$ cat src/rtl/issue_ctrl_pkg.sv
// Shared opcode/funct encodings, issue-mode values and predecode record for the issue stage.
package issue_ctrl_pkg;

  localparam int STALL_BUS_W = 6;

  localparam logic SingleIssue = 1'b0;
  localparam logic DualIssue   = 1'b1;

  localparam logic [5:0] OP_SPECIAL = 6'h00;
  localparam logic [5:0] OP_REGIMM  = 6'h01;
  localparam logic [5:0] OP_J       = 6'h02;
  localparam logic [5:0] OP_JAL     = 6'h03;
  localparam logic [5:0] OP_BEQ     = 6'h04;
  localparam logic [5:0] OP_BNE     = 6'h05;
  localparam logic [5:0] OP_BLEZ    = 6'h06;
  localparam logic [5:0] OP_BGTZ    = 6'h07;
  localparam logic [5:0] OP_ADDI    = 6'h08;
  localparam logic [5:0] OP_LUI     = 6'h0f;
  localparam logic [5:0] OP_COP0    = 6'h10;
  localparam logic [5:0] OP_LB      = 6'h20;
  localparam logic [5:0] OP_LWR     = 6'h26;
  localparam logic [5:0] OP_SB      = 6'h28;
  localparam logic [5:0] OP_SH      = 6'h29;
  localparam logic [5:0] OP_SWL     = 6'h2a;
  localparam logic [5:0] OP_SW      = 6'h2b;
  localparam logic [5:0] OP_SWR     = 6'h2e;

  localparam logic [5:0] FN_JR      = 6'h08;
  localparam logic [5:0] FN_JALR    = 6'h09;
  localparam logic [5:0] FN_SYSCALL = 6'h0c;
  localparam logic [5:0] FN_BREAK   = 6'h0d;
  localparam logic [5:0] FN_MFHI    = 6'h10;
  localparam logic [5:0] FN_MTLO    = 6'h13;
  localparam logic [5:0] FN_MULT    = 6'h18;
  localparam logic [5:0] FN_DIVU    = 6'h1b;

  localparam logic [4:0] RT_BLTZAL  = 5'h10;
  localparam logic [4:0] RT_BGEZAL  = 5'h11;
  localparam logic [4:0] REG_RA     = 5'd31;

  typedef enum logic {
    NORMAL  = 1'b0,
    WAIT_DS = 1'b1
  } state_e;

  typedef struct packed {
    logic [4:0] rs;
    logic [4:0] rt;
    logic [4:0] dest;
    logic       is_load;
    logic       is_store;
    logic       is_br;
    logic       is_special;
  } predecode_t;

endpackage

$ cat src/rtl/issue_predecode.sv
// Combinational predecode of one buffer-head instruction: register fields and class flags.
module issue_predecode
  import issue_ctrl_pkg::*;
(
  input  logic [31:0] inst_i,
  output predecode_t  pd_o
);

  logic [5:0] op;
  logic [5:0] funct;

  assign op    = inst_i[31:26];
  assign funct = inst_i[5:0];

  always_comb begin
    pd_o    = '0;
    pd_o.rs = inst_i[25:21];
    pd_o.rt = inst_i[20:16];
    if (op == OP_SPECIAL) begin
      pd_o.dest       = inst_i[15:11];
      pd_o.is_br      = (funct == FN_JR) || (funct == FN_JALR);
      pd_o.is_special = (funct == FN_SYSCALL) || (funct == FN_BREAK) ||
                        (funct >= FN_MFHI && funct <= FN_MTLO) ||
                        (funct >= FN_MULT && funct <= FN_DIVU);
    end else if (op == OP_REGIMM) begin
      pd_o.is_br = 1'b1;
      if (inst_i[20:16] == RT_BLTZAL || inst_i[20:16] == RT_BGEZAL)
        pd_o.dest = REG_RA;
    end else if (op == OP_J || (op >= OP_BEQ && op <= OP_BGTZ)) begin
      pd_o.is_br = 1'b1;
    end else if (op == OP_JAL) begin
      pd_o.is_br = 1'b1;
      pd_o.dest  = REG_RA;
    end else if (op >= OP_ADDI && op <= OP_LUI) begin
      pd_o.dest = inst_i[20:16];
    end else if (op == OP_COP0) begin
      // MFC0/MTC0/ERET all serialise against CP0 state
      pd_o.is_special = 1'b1;
    end else if (op >= OP_LB && op <= OP_LWR) begin
      pd_o.is_load = 1'b1;
      pd_o.dest    = inst_i[20:16];
    end else if (op == OP_SB || op == OP_SH || op == OP_SWL ||
                 op == OP_SW || op == OP_SWR) begin
      pd_o.is_store = 1'b1;
    end
  end

endmodule

$ cat src/rtl/issue_ctrl.sv
// Dual-issue decision for the two buffer-head instructions and the slot-0/slot-1 ID registers.
module issue_ctrl
  import issue_ctrl_pkg::*;
#(
  parameter int STALL_W   = STALL_BUS_W,
  parameter int ISSUE_IDX = 2
) (
  input  logic               clk,
  input  logic               rst,
  input  logic               flush,
  input  logic [STALL_W-1:0] stall,
  input  logic [31:0]        inst1_i,
  input  logic [31:0]        inst2_i,
  input  logic [31:0]        inst1_addr_i,
  input  logic [31:0]        inst2_addr_i,
  input  logic               inst1_valid_i,
  input  logic               inst2_valid_i,
  output logic               issue_o,
  output logic               issue_mode_o,
  output logic [31:0]        id_inst1_o,
  output logic [31:0]        id_inst2_o,
  output logic [31:0]        id_pc1_o,
  output logic [31:0]        id_pc2_o,
  output logic               id_valid1_o,
  output logic               id_valid2_o
);

  predecode_t pd1, pd2;
  state_e     state_q;
  logic [4:0] ld_dest_q;
  logic [31:0] id_inst1_q, id_inst2_q, id_pc1_q, id_pc2_q;
  logic        id_valid1_q, id_valid2_q;
  logic        stall_issue, stall_dec, raw12, both_mem, can_dual;
  logic        ld_hit1, ld_hit2, interlock;
  logic        stall_unused;

  issue_predecode u_pd1 (.inst_i(inst1_i), .pd_o(pd1));
  issue_predecode u_pd2 (.inst_i(inst2_i), .pd_o(pd2));

  assign stall_issue  = stall[ISSUE_IDX];
  assign stall_dec    = stall[ISSUE_IDX+1];
  assign stall_unused = ^stall;

  assign raw12    = (pd1.dest != 5'd0) && (pd2.rs == pd1.dest || pd2.rt == pd1.dest);
  assign both_mem = (pd1.is_load | pd1.is_store) & (pd2.is_load | pd2.is_store);
  assign can_dual = inst1_valid_i & inst2_valid_i & ~raw12 & ~both_mem & ~pd2.is_br &
                    ~pd1.is_special & ~pd2.is_special & (state_q == NORMAL);

  // Load result is not forwardable in the cycle right after the load issues
  assign ld_hit1   = (ld_dest_q != 5'd0) && (pd1.rs == ld_dest_q || pd1.rt == ld_dest_q);
  assign ld_hit2   = (ld_dest_q != 5'd0) && (pd2.rs == ld_dest_q || pd2.rt == ld_dest_q);
  assign interlock = ld_hit1 | (can_dual & ld_hit2);

  assign issue_o      = inst1_valid_i & ~stall_issue & ~flush & ~interlock;
  assign issue_mode_o = (can_dual & issue_o) ? DualIssue : SingleIssue;

  always_ff @(posedge clk) begin
    if (rst || flush) begin
      id_inst1_q  <= '0;
      id_inst2_q  <= '0;
      id_pc1_q    <= '0;
      id_pc2_q    <= '0;
      id_valid1_q <= 1'b0;
      id_valid2_q <= 1'b0;
      ld_dest_q   <= '0;
      state_q     <= NORMAL;
    end else if (stall_issue && stall_dec) begin
      // decode is frozen too: keep everything in place
    end else if (!issue_o) begin
      id_inst1_q  <= '0;
      id_inst2_q  <= '0;
      id_pc1_q    <= '0;
      id_pc2_q    <= '0;
      id_valid1_q <= 1'b0;
      id_valid2_q <= 1'b0;
      ld_dest_q   <= '0;
    end else begin
      id_inst1_q  <= inst1_i;
      id_pc1_q    <= inst1_addr_i;
      id_valid1_q <= 1'b1;
      id_inst2_q  <= (issue_mode_o == DualIssue) ? inst2_i : '0;
      id_pc2_q    <= (issue_mode_o == DualIssue) ? inst2_addr_i : '0;
      id_valid2_q <= (issue_mode_o == DualIssue);
      if (pd1.is_load)
        ld_dest_q <= pd1.dest;
      else if (issue_mode_o == DualIssue && pd2.is_load)
        ld_dest_q <= pd2.dest;
      else
        ld_dest_q <= '0;
      case (state_q)
        NORMAL:  if (pd1.is_br && !inst2_valid_i) state_q <= WAIT_DS;
        WAIT_DS: state_q <= NORMAL;
        default: state_q <= NORMAL;
      endcase
    end
  end

  assign id_inst1_o  = id_inst1_q;
  assign id_inst2_o  = id_inst2_q;
  assign id_pc1_o    = id_pc1_q;
  assign id_pc2_o    = id_pc2_q;
  assign id_valid1_o = id_valid1_q;
  assign id_valid2_o = id_valid2_q;

endmodule

$ cat config.mk
export PLATFORM = sky130hd
export DESIGN_NAME = issue_ctrl
export DESIGN_NICKNAME = d
export VERILOG_FILES = /design/src/rtl/issue_ctrl_pkg.sv /design/src/rtl/issue_predecode.sv /design/src/rtl/issue_ctrl.sv
export SDC_FILE = /design/constraint.sdc
export NUM_CORES = 1
export LEC_CHECK = 0
export BUFFER_PORTS_ARGS = -buffer_cell sky130_fd_sc_hd__buf_2
export CAP_MARGIN = 20
export CELL_PAD_IN_SITES_DETAIL_PLACEMENT = 1
export CELL_PAD_IN_SITES_GLOBAL_PLACEMENT = 1
export CORE_AREA = 2 2 140 142
export DETAILED_ROUTE_END_ITERATION = 10
export DIE_AREA = 0 0 142 144
export PLACE_DENSITY_LB_ADDON = 0.1
export SYNTH_ARGS = -nofsm -noshare
export SYNTH_HDL_FRONTEND = slang
export SYNTH_HIERARCHICAL = 1
export SYNTH_SLANG_ARGS = --single-unit
$ cat constraint.sdc
create_clock -name clk -period 2.9 [get_ports clk]
set_clock_uncertainty 0.15 [all_clocks]
set_input_delay 0 -clock clk [delete_from_list [all_inputs] [get_ports clk]]
set_output_delay 0 -clock clk [all_outputs]
set_load 0.02 [all_outputs]
==> summary.md <==
| Metric | Value |
|---|---|
| Initial antenna violation count | `1` |
| Number of global-route vias before repair | `7732` |
| Sw Pwr | `1.27 mW` |
| FF-to-FF Start | `ld_dest_q[0]` |
| RSZ-0062 raised after global routing | `false` |
| CP Data Arrival Time | `2610 ps` |
| GRT Overall Usage | `0.248` |
| Initial core utilization | `0.334` |
| Dominant synthesized flop cell | `dfxtp_1` |
| Logic gate share of total power | `0.136` |
| Post-synthesis area per instance | `8.61 um2` |
| Placer Congestion | `0.792` |
| # H-tree levels | `4` |
| Ys async rst share | `0` |
| Ranking of synthesized cells by area | `dfxtp_1, a32oi_1, nand4_1` |
| P_leak | `3.86 nW` |
| Row count | `51` |
| Largest net degree at the start of global routing | `76` |
| Final min period | `2760 ps` |
| Core Area | `19100 um2` |
| Worst hold slack | `78.2 ps` |
| Hold Fails Final Rpt | `0` |
| Flop pwr share | `0.406` |
| Clk pin slew, worst setup/hold paths | `60 ps` |
| Die X | `142 um` |
| Fin crit share | `0.950` |
| Post-detail-place hpwl | `16500 um` |
| Net Count, Synth | `879` |
| Share of the synthesized area in the top cell type | `0.427` |
| Layout area overhead | `51.9%` |
| TritonCTS Sinks | `136` |
| Peak Freq | `0.363 GHz` |
| Number of synthesized register bits | `136` |
| Pwr Density | `481 nW/um2` |
| I/O pin total | `271` |
| Detail Route Antenna Nets | `0` |
| Fill cell count | `2221` |
| Internal Power | `3.38 mW` |
| DR iter-0 viols | `361` |
| Worst slew pin tran | `801 ps` |
| Hold EP | `id_inst2_o[24]` |
| Worst r2r path cells | `7` |
| Grt ovf | `0` |
| Sum of negative setup slack | `0 ps` |
| Via count | `7339` |
| Rel. slew slack | `0.466` |
| Crit-path max FO | `23` |
| Clk buf depth | `2` |
| Register area share after synthesis | `0.427` |
| Die Span Y | `144 um` |
| Slew Limit Fails | `0` |
| CTS tree | `done` |
| Synth cell types | `51` |
| Mapped Area | `6370 um2` |
| Switch share | `0.273` |
| Hold depth | `5` |
| Fin nets | `1224` |
| EDFF count, synth | `0` |
| IO buf count | `266` |
| Outcome | `completed` |
| Synth area leader | `dfxtp_1` |
| Layout cell share with drive strength beyond 1 | `0.317` |
| Reg2reg end | `id_pc2_o[1]` |
| Clock power frac | `0.459` |
| WL final | `26400 um` |
| MaxCap Viol Count | `0` |
| CP Launch Type | `primary input` |
| Peak VDD IR | `0.000399 V` |
| R2R setup slack | `410 ps` |
| YS warnings | `6` |
| Number of vias per cell | `5.49` |
| Pre-antenna DRT Iters | `5` |
| DR WL/cell | `19.7 um` |
| Die area | `20400 um2` |
| Crit path required time | `2750 ps` |
| Final Setup Violations | `0` |
| First-pass GRT wire length | `40100 um` |
| Total CTS buffers | `17` |
| Worst hold path class | `primary input to flop` |
| Post-Synthesis Cells | `740` |
| Root buf cell | `clkbuf_16` |
| Worst Min Path Start | `flush` |
| Critical Path End Type | `output pin` |
| Kind of critical path | `primary input to output pin` |
| Drt drc | `0` |
| Worst skew pair latency | `420 ps` |
-- per-layer routing --
| metal | wire [um] | global-route usage | up-vias | share of wire |
|---|---|---|---|---|
| li1 | - | - | 3424 | - |
| met1 | 10600 | 0.281 | 3616 | 0.40 |
| met2 | 13600 | 0.440 | 243 | 0.52 |
| met3 | 1380 | 0.0695 | 56 | 0.052 |
| met4 | 773 | 0.0984 | 0 | 0.029 |
| met5 | 0 | 0 | - | 0 |
-- metrics by stage --
stage	instance area [um2]	setup WS [ps]	power (mW)	std cells	util
CTS	9640	22.5	4.68	1334	0.505
global placement	7780	143	2.39	1173	0.408
global route	9680	30.1	4.84	1337	0.507
detailed placement	7780	22.2	2.41	1173	0.408
floorplan	6370	337	2.20	740	-
finish	9680	145	4.66	1338	0.507
-- cells in the mapped netlist, types with 3 or more instances --
cell / count
a21oi_1: 69
a22oi_1: 5
a32oi_1: 74
and2_1: 3
buf_2: 16
buf_4: 22
buf_6: 7
clkbuf_1: 48
dfxtp_1: 136
inv_1: 3
nand2_1: 77
nand3_1: 33
nand3b_1: 3
nand4_1: 64
nor2_1: 72
nor2b_1: 13
nor3b_1: 3
nor3b_2: 3
nor4_1: 5
o221ai_1: 10
o22ai_1: 3
o31ai_1: 5
xnor2_1: 27
xor2_1: 3
-- power by group through the flow --
| stage | clock [mW] | combinational, mW | sequential, mW |
|---|---|---|---|
| 2_1_floorplan | 0 | 0.258 | 1.95 |
| 3_3_place_gp | 0 | 0.461 | 1.93 |
| 3_5_place_dp | 0 | 0.478 | 1.93 |
| 4_1_cts | 2.18 | 0.616 | 1.89 |
| 5_1_grt | 2.27 | 0.678 | 1.89 |
| 6_report | 2.14 | 0.631 | 1.89 |
-- cell families (layout without fill, tap and decap cells) --
kind of cell | count (synthesis) | count (layout) | synth area share
xor gates and xnor gates | 30 | 30 | 0.0412
AOI/OAI and AO/OA | 176 | 177 | 0.199
and+or+nand+nor | 301 | 301 | 0.251
DFF | 136 | 136 | 0.427
other | 0 | 2 | 0
buffers and inverters | 97 | 454 | 0.0815
-- area by class of cell --
type | instances | area [um2] | share of cell area
Inverter | 3 | 11.3 | 0.00116
Timing Repair Buffer | 419 | 2880 | 0.297
Clock inverter | 14 | 139 | 0.0143
Sequential cell | 136 | 2720 | 0.281
Multi-Input combinational cell | 508 | 3200 | 0.330
Tap cell | 238 | 298 | 0.0308
Antenna cell | 2 | 5.00 | 0.000517
Clock buffer | 18 | 429 | 0.0443
-- what timing repair did --
action / 4_1_cts / 5_1_grt
hold buffers: 129 / 0
hold endpoints to repair: 129 / 0
buffers inserted: 0 / 1
resized for setup: 0 / 4
endpoints found under the setup margin: 0 / 2
-- placed cells by master, fill, tap and decap left out, drive strengths merged, types with 3 or more instances in the layout --
cell type	instances
clkinv	3
buf	290
a32oi	74
nand4	64
clkinvlp	3
clkbuf	18
nand3b	3
xnor2	27
nor4	6
dlygate4sd3	129
nand3	35
nor4b	3
o31ai	5
a21oi	69
nor3	4
inv	10
nand2	77
a22oi	5
and2	3
o221ai	10
nor2	73
nor2b	13
xor2	3
nor3b	6
o22ai	3
dfxtp	136
-- worst max path at each step --
stage | start | to | slack, ps
floorplan | inst1_i[26] | id_inst1_o[22] | 340
finish | inst1_i[17] | issue_mode_o | 140
global route | inst1_i[17] | issue_mode_o | 30
global placement | inst1_i[27] | id_pc1_o[1] | 140
detailed placement | inst1_i[17] | ld_dest_q[3] | 20
CTS | inst2_i[29] | issue_o | 20
-- critical path, cell delays in order --
cell,delay [ps]
buf_2,140
nor4b_2,500
o221ai_1,190
a32oi_1,400
buf_4,200
xor2_1,220
nor4_4,80
buf_4,170
nor2_4,180
buf_12,180
and3_1,160
buf_2,160
-- registers in the layout, indices dropped and copies added (netlist names) --
signal       flops
id_inst1_o      32
id_inst2_o      32
id_pc1_o        32
id_pc2_o        32
id_valid1_o      1
id_valid2_o      1
ld_dest_q        5
state_q          1
No activity file was read; power rests on OpenSTA's default activity.
